--- config.mk ---
export PLATFORM = sky130hd
export DESIGN_NAME = pulse_stretch_flat
export DESIGN_NICKNAME = d
export VERILOG_FILES = /design/src/rtl/pulse_stretch_if.sv /design/src/rtl/pulse_stretch.sv /design/src/flat_wrapper.sv
export SDC_FILE = /design/constraint.sdc
export NUM_CORES = 1
export LEC_CHECK = 0
export CAP_MARGIN = 10
export CORE_MARGIN = 5
export CORE_UTILIZATION = 25
export CTS_BUF_LIST = sky130_fd_sc_hd__clkbuf_4 sky130_fd_sc_hd__clkbuf_8
export DETAILED_ROUTE_END_ITERATION = 16
export HOLD_SLACK_MARGIN = 0.06
export SLEW_MARGIN = 10
export SYNTH_ARGS = -nofsm -noshare
export SYNTH_HDL_FRONTEND = slang
export SYNTH_SLANG_ARGS = --single-unit
--- constraint.sdc ---
create_clock -name clk_i -period 6.18 [get_ports clk_i]
set_input_delay 1.236 -clock clk_i [delete_from_list [all_inputs] [get_ports clk_i]]
set_output_delay 1.236 -clock clk_i [all_outputs]
set_load 0.01 [all_outputs]
--- src/rtl/pulse_stretch_if.sv ---
// rtl/pulse_stretch_if.sv - trigger/len request side and stretched-pulse status of pulse_stretch
interface pulse_stretch_if #(
    parameter int LEN_W  = 8,
    parameter int PEND_W = 2
);
    logic              trigger;
    logic [LEN_W-1:0]  len;
    logic              retrigger_en;
    logic              out;
    logic              busy;
    logic              done;
    logic [PEND_W-1:0] pending;
    logic              dropped;

    modport master (
        output trigger, len, retrigger_en,
        input  out, busy, done, pending, dropped
    );

    modport slave (
        input  trigger, len, retrigger_en,
        output out, busy, done, pending, dropped
    );
endinterface

--- src/rtl/pulse_stretch.sv ---
// rtl/pulse_stretch.sv - stretches one-cycle triggers into programmable-length pulses with a min low gap
module pulse_stretch #(
    parameter int LEN_W  = 8,
    parameter int GAP    = 2,
    parameter int PEND_W = 2
) (
    input  logic          clk_i,
    input  logic          rst_i,
    pulse_stretch_if.slave ps_io
);
    localparam logic [1:0] S_IDLE = 2'd0;
    localparam logic [1:0] S_HIGH = 2'd1;
    localparam logic [1:0] S_GAP  = 2'd2;

    localparam logic [7:0]        GAP_INIT = (GAP > 0) ? 8'(GAP - 1) : 8'd0;
    localparam logic [PEND_W-1:0] PEND_MAX = {PEND_W{1'b1}};

    logic [1:0]        state_q, state_d;
    logic [LEN_W-1:0]  cnt_q, cnt_d;
    logic [7:0]        gap_q, gap_d;
    logic [PEND_W-1:0] pend_q, pend_d;
    logic              drop_q, drop_d;

    logic [LEN_W-1:0]  load_cnt;
    logic              inc, dec, inc_eff, sat;

    // len==0 behaves as len==1, so both load a count of zero
    assign load_cnt = (ps_io.len == '0) ? '0 : ps_io.len - 1'b1;

    always_comb begin
        state_d = state_q;
        cnt_d   = cnt_q;
        gap_d   = gap_q;
        inc     = ps_io.trigger;
        dec     = 1'b0;
        case (state_q)
            S_IDLE: begin
                inc = 1'b0;
                if (ps_io.trigger) begin
                    state_d = S_HIGH;
                    cnt_d   = load_cnt;
                end
            end
            S_HIGH: begin
                if (ps_io.trigger && ps_io.retrigger_en) begin
                    inc   = 1'b0;
                    cnt_d = load_cnt;
                end else if (cnt_q != '0) begin
                    cnt_d = cnt_q - 1'b1;
                end else if (GAP > 0) begin
                    state_d = S_GAP;
                    gap_d   = GAP_INIT;
                end else if (pend_q != '0 || ps_io.trigger) begin
                    cnt_d = load_cnt;
                    dec   = 1'b1;
                end else begin
                    state_d = S_IDLE;
                end
            end
            S_GAP: begin
                if (gap_q != '0) begin
                    gap_d = gap_q - 1'b1;
                end else if (pend_q != '0 || ps_io.trigger) begin
                    // a same-cycle trigger counts as inc, so starting from it leaves pending unchanged
                    state_d = S_HIGH;
                    cnt_d   = load_cnt;
                    dec     = 1'b1;
                end else begin
                    state_d = S_IDLE;
                end
            end
            default: state_d = S_IDLE;
        endcase
    end

    assign sat     = (pend_q == PEND_MAX);
    assign inc_eff = inc && !(sat && !dec);
    assign drop_d  = inc && sat && !dec;
    assign pend_d  = pend_q + PEND_W'(inc_eff) - PEND_W'(dec);

    always_ff @(posedge clk_i or posedge rst_i) begin
        if (rst_i) begin
            state_q <= S_IDLE;
            cnt_q   <= '0;
            gap_q   <= '0;
            pend_q  <= '0;
            drop_q  <= 1'b0;
        end else begin
            state_q <= state_d;
            cnt_q   <= cnt_d;
            gap_q   <= gap_d;
            pend_q  <= pend_d;
            drop_q  <= drop_d;
        end
    end

    assign ps_io.out     = (state_q == S_HIGH);
    assign ps_io.busy    = (state_q != S_IDLE);
    assign ps_io.done    = (state_q == S_HIGH) && (cnt_q == '0);
    assign ps_io.pending = pend_q;
    assign ps_io.dropped = drop_q;
endmodule
--- src/flat_wrapper.sv ---
// flat-port wrapper written by rule: the top's interface ports become plain ports
module pulse_stretch_flat 
#(
    parameter int LEN_W  = 8,
    parameter int GAP    = 2,
    parameter int PEND_W = 2
)
  (clk_i, rst_i, ps_io_trigger, ps_io_len, ps_io_retrigger_en, ps_io_out, ps_io_busy, ps_io_done, ps_io_pending, ps_io_dropped);
  pulse_stretch_if #(.LEN_W(LEN_W), .PEND_W(PEND_W)) ps_io_i ();
  input  logic clk_i;
  input  logic rst_i;
  input wire logic [$bits(ps_io_i.trigger)-1:0] ps_io_trigger;
  input wire logic [$bits(ps_io_i.len)-1:0] ps_io_len;
  input wire logic [$bits(ps_io_i.retrigger_en)-1:0] ps_io_retrigger_en;
  output wire logic [$bits(ps_io_i.out)-1:0] ps_io_out;
  output wire logic [$bits(ps_io_i.busy)-1:0] ps_io_busy;
  output wire logic [$bits(ps_io_i.done)-1:0] ps_io_done;
  output wire logic [$bits(ps_io_i.pending)-1:0] ps_io_pending;
  output wire logic [$bits(ps_io_i.dropped)-1:0] ps_io_dropped;
  assign ps_io_i.trigger = ps_io_trigger;
  assign ps_io_i.len = ps_io_len;
  assign ps_io_i.retrigger_en = ps_io_retrigger_en;
  assign ps_io_out = ps_io_i.out;
  assign ps_io_busy = ps_io_i.busy;
  assign ps_io_done = ps_io_i.done;
  assign ps_io_pending = ps_io_i.pending;
  assign ps_io_dropped = ps_io_i.dropped;
  pulse_stretch #(.LEN_W(LEN_W), .GAP(GAP), .PEND_W(PEND_W)) u_core (.clk_i(clk_i), .rst_i(rst_i), .ps_io(ps_io_i));
endmodule
Word level (Yosys, flattened, before mapping) --
Cells that the tools add are included.
Word-level totals: RAM bits 0, bits in latches 0, register bits after elaboration 21, memories 0, input port bits 12, ROM bits 0
Cells by class: reductions and logical operators 21, magnitude comparators 0, divide/modulo/power cells 0, bitwise operators 0, muxes and demuxes 22, add/subtract/negate cells 5, shift operators 0, equal/unequal tests 10, multipliers 0
Operators with widths (number):
- $mux 8 | 9
- $pmux 8 s3 | 1
- $sub 8x1->8 const B | 3
- $logic_not 8->1 | 2
- $pmux 8 s2 | 1
- $reduce_bool 8->1 | 2
- $mux 2 | 4
- $ne 2x2->1 const B | 4
- $reduce_and 4->1 | 2
- $logic_and 1x1->1 | 6
- $pmux 2 s3 | 1
- $reduce_bool 2->1 | 3
- $mux 1 | 5
- $reduce_and 5->1 | 1
- $eq 2x2->1 const B | 2
- $ne 2x1->1 const B | 2
- $ne 3x1->1 const B | 1
- $reduce_bool 3->1 | 1
- $add 2x1->2 | 1
- $eq 2x1->1 const B | 1
- $logic_not 1->1 | 2
- $logic_not 2->1 | 1
- $pmux 1 s2 | 1
- $sub 2x1->2 | 1
- $logic_or 1x1->1 | 1

Depth between registers and ports, before layout --
Gate-level depths: netlist of run 1.
word-level depth 11, gate-level depth with buffers 11, mapped depth without buffers 11

Worst setup path before layout of run 1 --
No wires, ideal clock.
kind reg-to-output, start register u_core.cnt_q[0], end output ps_io_done, arrival time 1.406 ns, path slack 3.538 ns, cell stages (with the launch flop) 5, data required time 4.944 ns, cell sequence dfrtp_1 inv_1 ha_1 or3b_1 nor4b_1
On the way: cells in the longest elaborated chain, start to end 2
Ends and longest elaborated chain:
- from (decl) | line pulse_stretch.sv:19 | logic [LEN_W-1:0] cnt_q, cnt_d;
- from (signal assigned) | line pulse_stretch.sv:90 | cnt_q <= cnt_d;
- $logic_not 8->1 | line pulse_stretch.sv:99 | assign ps_io.done = (state_q == S_HIGH) && (cnt_q == '0);
- $logic_and 1x1->1 | line pulse_stretch.sv:99
- to (decl) | line flat_wrapper.sv:17 | output wire logic [$bits(ps_io_i.done)-1:0] ps_io_done;
No other way between the ends.

Worst setup path in the final report of run 1 --
Same ends and word-level chain as after synthesis.

==> qor.yml, run 1 <==
routing:
  first_iter_violations: 69
  viasPerCell: 4.79
  ant_nets: 0
  drt_pre_antenna_iters: 4
  dr_total_vias: 1187
  drt_wl_total_um: 3010
  drc: 0
  wire_per_inst_um: 12.1
logic_synthesis:
  synth_top_family_by_area: "simple AND/OR/NAND/NOR gates"
  synth.distinct_cells: 42
  postSynthAreaPerCell_sq_um: 8.89
  yosys.area_share.simple: 0.265
  synth_mux_area_frac: 0.0152
  synth_area_leader_cell: "dfrtp_1"
  syn_area_sq_mm: 0.00140
  synth.area.top_cells: "dfrtp_1, ha_1, xnor2_1"
  synth_top_area_frac: 0.376
  netlist_instances: 157
  synthesis.nets: 176
  synth-compound-area-share: 0.180
  synth_xor_area_frac: 0.0627
  seq_area_frac_synth: 0.376
  yosys.area_share.adder: 0.0627
  synth-warning-count: 0
  ys_ff_latch: 21
  async_flop_share: 1.00
  synth_flop_cell: "dfrtp_1"
  synth_edf_count: 0
floorplanning:
  dieHeight_um: 84.7
  io_pins: 18
  core_sq_mm: 0.00547
  initial_core_util: 0.255
  row_count: 27
  die_w_um: 84.7
  dieArea_sq_mm: 0.00718
layout:
  antenna-diode-count: 0
  nets: 196
  drive_above_1_share: 0.0739
  area_growth_pct: 20.9
  final_cell_mix: "dfrtp_1, clkdlybuf4s50_1, nand2_1, nor2_1, nor3_1"
  finalInstanceArea_sq_mm: 0.00169
  final_util: 0.308
  final_common_cell: "dfrtp_1"
  fillerInstances: 597
timing:
  setup_tns_ps: 0
  fmax_mhz: 286
  tightest_slew_ps: 812
  finClkSkew_ps: 1.00
  rsz0062_at_grt: "false"
  period_minus_slack_ps: 3500
  fin_crit_sh: 0.567
  setup_violations: 0
  finalHoldViolCount: 0
  slew_violations: 0
  fin_hold_ws_ps: 489
  slew_headroom: 0.458
worst_setup_path:
  critPathKind: "register to output port"
  required_ps: 4940
  cp-start-kind: "register"
  worst-path-max-fanout: 4
  crit_arrival_ps: 2270
  endpoint_kind: "output port"
global_route:
  grtUsageMet2: 0.137
  grt_util_all_layers: 0.0880
  grt_max_degree: 22
  grt_pass1_vias: 1136
  use_met1: 0.121
  grt_pass1_wl_um: 5260
  use_met3: 0.0118
  busiest_layer: "met2"
  grt-ovfl-total: 0
  grt_antenna_before_repair: 0
clock_network:
  cts_tree: "done"
  clock-root-buffer: "clkbuf_8"
  ctsHoldBuffers: 0
  cts_num_sinks: 21
  cts-resized-gates: 0
  clkLatencyLatePin_ps: 270
  cts_inserted_buffers: 3
  clock_path_buffers: 2
  path_clk_slew_ps: 80
  cts_setup_buffers: 0
  htree_levels: 1
pwr:
  p_sw_mw: 0.226
  total_leakage_power_nw: 0.651
  p_int_mw: 0.360
  power_mw: 0.585
  seq_power_share: 0.445
  power_density_mw_per_mm2: 347
  swShare: 0.385
  power_frac_comb: 0.395
  p_clk_frac: 0.159
  ir_drop_mv: 0.127
hold_path:
  hold_class: "register to register"
place:
  gp_congestion: 0.868
  io_buffers: 17
  hpwl_um: 2310
  placed_area_sq_mm: 0.00164
run_status:
  status: "finished clean"
job:
  drv_cap: 0
-- Yosys cell counts, drive strengths merged (2+ instances only) --
cell type and instances:
or3 5, nor3 10, and2 2, nor2b 3, nand2b 4, o221ai 2
o32ai 2, dfrtp 21, xor2 3, a22o 4, a21oi 9, nor4b 2
o21a 2, or2 2, o22ai 2, xnor2 7, nand2 14, nor4 3
or4 3, inv 10, o21ai 9, nor2 14, ha 7, nor3b 2
-- kinds of logic after synthesis --
kind of cell / Yosys count
simple gates: 68
compound gates: 37
flops: 21
buf+inv: 12
xor+xnor: 10
fa+ha+maj: 7
mux: 2
-- final timing paths --
kind	slack (ps)	endpoint	cells past startpoint	start
setup / recovery	2680	ps_io_done	5	u_core.cnt_q[0]$_DFFE_PP0P_
hold / removal	490	u_core.gap_q[0]$_DFFE_PP0P_	1	u_core.gap_q[0]$_DFFE_PP0P_
setup reg to reg	3680	u_core.ps_io.pending[1]$_DFF_PP0_	11	u_core.gap_q[0]$_DFFE_PP0P_
hold reg to reg	490	u_core.gap_q[0]$_DFFE_PP0P_	1	u_core.gap_q[0]$_DFFE_PP0P_
max in group asynchronous	4250	u_core.gap_q[0]$_DFFE_PP0P_	2	rst_i
min in group asynchronous	1430	u_core.gap_q[5]$_DFFE_PP0P_	2	rst_i
-- final cells by class --
| class | instances | area, sq um | share of cell area |
|---|---|---|---|
| multi-input cells | 124 | 818 | 0.485 |
| clock inverters | 1 | 5.00 | 0.00297 |
| repair buffers | 17 | 170 | 0.101 |
| flip-flops and latches | 21 | 526 | 0.311 |
| inverters | 10 | 37.5 | 0.0222 |
| well taps | 72 | 90.1 | 0.0534 |
| clock buffers | 3 | 41.3 | 0.0245 |
-- power by group through the flow --
stage | sequential, mW | combinational, mW | clock (mW)
after floorplan | 0.251 | 0.168 | 0
after global placement | 0.264 | 0.229 | 0
after detailed placement | 0.263 | 0.230 | 0
after CTS | 0.260 | 0.234 | 0.0969
after global routing | 0.273 | 0.263 | 0.103
final | 0.261 | 0.231 | 0.0933
-- state kept, by name (all words and copies together), names as in the netlist --
name,cells
u_core.gap_q,8
u_core.ps_io.pending,2
u_core.state_q,2
u_core.cnt_q,8
u_core.ps_io.dropped,1
-- per-stage QoR --
stage	worst slack [ps]	cells
after global routing	2570	248
after CTS	2640	248
after global placement	2820	244
final	2680	248
after floorplan	3540	157
after detailed placement	2750	244
-- critical path: stages (launching register included) --
cell and delay, ps:
dfrtp_1 420, inv_1 90, ha_1 140, or3b_1 390
nor4b_1 350, clkdlybuf4s50_1 610
-- routing by layer --
metal | part of all wire | wire length, um
met1 | 0.51 | 1540
met2 | 0.44 | 1330
met3 | 0.028 | 84
met4 | 0.020 | 61
met5 | 0 | 0
No activity file was read; power rests on OpenSTA's default activity.
==> inputs of run 2 (changes only) <==
==> constraint.sdc (replaced) <==
create_clock -name clk_i -period 2.8 [get_ports clk_i]
set_input_delay 0.56 -clock clk_i [delete_from_list [all_inputs] [get_ports clk_i]]
set_output_delay 0.56 -clock clk_i [all_outputs]
set_load 0.01 [all_outputs]
==> run 2 against run 1 <==
  * Combinational power increased by 120%
  * Critical path depth unchanged
  * Die area unchanged
  * Wire length grew 2.9%
  * Sequential power rose by 120%
  * Design area grew 1.4%
  * Hold slack better by 0.97 ps
  * Sequential cell count is the same
  * Global-route usage fell by 0.18 points
  * Clock skew is 10 ps higher
  * Critical path type unchanged
  * Highest routed layer unchanged
==> qor.yml, run 2 (synthesized netlist as in run 1, its figures left out) <==
floorplanning:
  dieHeight_um: 84.7  # unchanged
  dieArea_sq_mm: 0.00718  # unchanged
  core_sq_mm: 0.00547  # unchanged
  die_w_um: 84.7  # unchanged
  io_pins: 18  # unchanged
  initial_core_util: 0.255  # unchanged
  row_count: 27  # unchanged
global_route:
  use_met3: 0.00687  # -0.00491
  grt_max_degree: 22  # unchanged
  grt_antenna_before_repair: 0  # unchanged
  grtUsageMet2: 0.131  # -0.00569
  busiest_layer: "met2"
  use_met1: 0.119  # -0.00215
  grt_pass1_vias: 1100  # -3.2%
  grt-ovfl-total: 0  # unchanged
  grt_pass1_wl_um: 5090  # -3.3%
  grt_util_all_layers: 0.0863  # -0.00176
routing:
  ant_nets: 0  # unchanged
  drt_wl_total_um: 3100  # +2.9%
  drc: 0  # unchanged
  dr_total_vias: 1207  # +1.7%
  first_iter_violations: 114  # +65%
  viasPerCell: 4.83  # +0.87%
  wire_per_inst_um: 12.4  # +2.0%
  drt_pre_antenna_iters: 4  # unchanged
timing:
  fmax_mhz: 371
  setup_violations: 0  # unchanged
  fin_hold_ws_ps: 490  # +0.966 ps
  slew_violations: 0  # unchanged
  period_minus_slack_ps: 2690
  rsz0062_at_grt: "false"
  finClkSkew_ps: 11.4  # +10.4 ps
  setup_tns_ps: 0  # unchanged
  fin_crit_sh: 0.962
  slew_headroom: 0.480  # +0.0215
  tightest_slew_ps: 780  # -32.2 ps
  finalHoldViolCount: 0  # unchanged
hold_path:
  hold_depth: 1  # unchanged
  worstHoldEndpoint: "u_core.gap_q[0]$_DFFE_PP0P_"
  hold_class: "register to register"
  hp-start: "u_core.gap_q[0]$_DFFE_PP0P_"
pwr:
  power_density_mw_per_mm2: 759  # +120%
  seq_power_share: 0.446  # about the same
  swShare: 0.380  # -0.00575
  ir_drop_mv: 0.236  # +85%
  p_sw_mw: 0.493  # +120%
  p_int_mw: 0.806  # +120%
  power_frac_comb: 0.389  # -0.006
  p_clk_frac: 0.164  # +0.005
  total_leakage_power_nw: 0.664  # +1.9%
worst_setup_path:
  worst-r2r-cell-count: 7  # -4
  endpoint_kind: "output port"
  worst-path-max-fanout: 4  # unchanged
  rr_startpoint: "u_core.gap_q[0]$_DFFE_PP0P_"
  cp-start-kind: "register"
  crit_arrival_ps: 2130  # -140 ps
  reg2reg_to: "u_core.cnt_q[3]$_DFFE_PP0P_"
  r2r_setup_slack_ps: 360  # -3320 ps
  critPathKind: "register to output port"
  required_ps: 2240  # -2700 ps
clock_network:
  clock-root-buffer: "clkbuf_8"
  cts_num_sinks: 21  # unchanged
  cts_inserted_buffers: 3  # unchanged
  path_clk_slew_ps: 80  # about the same
  cts_tree: "done"
  htree_levels: 1  # unchanged
  clock_path_buffers: 2  # unchanged
  clkLatencyLatePin_ps: 270  # about the same
layout:
  reg_top3: "u_core.cnt_q (8), u_core.gap_q (8)"
  area_growth_pct: 22.6
  drive_above_1_share: 0.0899  # +0.0160
  antenna-diode-count: 0  # unchanged
  nets: 198  # +1.0%
  final_cell_mix: "dfrtp_1, clkdlybuf4s50_1, nand2_1, nor2_1, nor3_1"
  final_common_cell: "dfrtp_1"
run_status:
  status: "finished clean"
place:
  io_buffers: 17  # unchanged
  hpwl_um: 2410  # +4.2%
  gp_congestion: 0.735  # -15%
job:
  drv_cap: 0  # unchanged
-- run 2: cell types whose count changed in the layout (fill, tap and decap cells not counted) --
| cell | previous run | this run |
|---|---|---|
| buf_4 | 0 | 2 |
| clkbuf_4 | 0 | 1 |
| clkinv_2 | 1 | 0 |
| nor4b_1 | 2 | 1 |
| nor4b_2 | 0 | 1 |
-- run 2: worst max-delay path: stages (launching register included) --
cell and delay, ps:
dfrtp_1 410, inv_1 90, ha_1 130, or3b_1 390
nor4b_2 260, clkdlybuf4s50_1 580
-- run 2: final cells by class --
type,count,area (sq um)
clock buffer,4,48.8
timing repair buffer,19,185
fill,595,3760
sequential,21,526
tap,72,90.1
inverter,10,37.5
multi-input combinational,124,825
-- run 2: how the worst max path moves through the flow --
stage / start / to / depth (start not counted)
2_1_floorplan: u_core.gap_q[0]$_DFFE_PP0P_ / u_core.ps_io.pending[1]$_DFF_PP0_ / 11
3_3_place_gp: ps_io_trigger / u_core.cnt_q[5]$_DFFE_PP0P_ / 5
3_5_place_dp: u_core.cnt_q[0]$_DFFE_PP0P_ / ps_io_done / 5
4_1_cts: u_core.cnt_q[0]$_DFFE_PP0P_ / ps_io_done / 5
5_1_grt: u_core.cnt_q[0]$_DFFE_PP0P_ / ps_io_done / 5
6_report: u_core.cnt_q[0]$_DFFE_PP0P_ / ps_io_done / 5
-- run 2: metal layers --
layer	up-vias	routed length, um
met1	575	1560
met3	5	60
li1	609	-
met5	-	0
met4	0	74
met2	18	1400
-- run 2: power groups by stage --
stage	Sequential [mW]	Clock (mW)	Combinational (mW)
2_1_floorplan	0.555	0	0.371
3_3_place_gp	0.580	0	0.497
3_5_place_dp	0.580	0	0.508
4_1_cts	0.578	0.223	0.511
5_1_grt	0.606	0.239	0.569
6_report	0.580	0.214	0.506
-- run 2: timing repair --
action	4_1_cts	5_1_grt
hold buffers	0	0
setup buffers	0	0
setup endpoints to repair	0	1
gates resized for setup	0	1
-- run 2: through the flow --
step | total power [mW] | utilization | setup WS (ps) | area [sq um] | std cells
6_report | 1.30 | 0.313 | 107 | 1710 | 250
5_1_grt | 1.41 | 0.313 | 11.3 | 1710 | 250
4_1_cts | 1.31 | 0.312 | 4.65 | 1710 | 250
3_5_place_dp | 1.09 | 0.303 | 324 | 1660 | 246
3_3_place_gp | 1.08 | 0.303 | 358 | 1660 | 246
2_1_floorplan | 0.926 | - | 557 | 1400 | 157
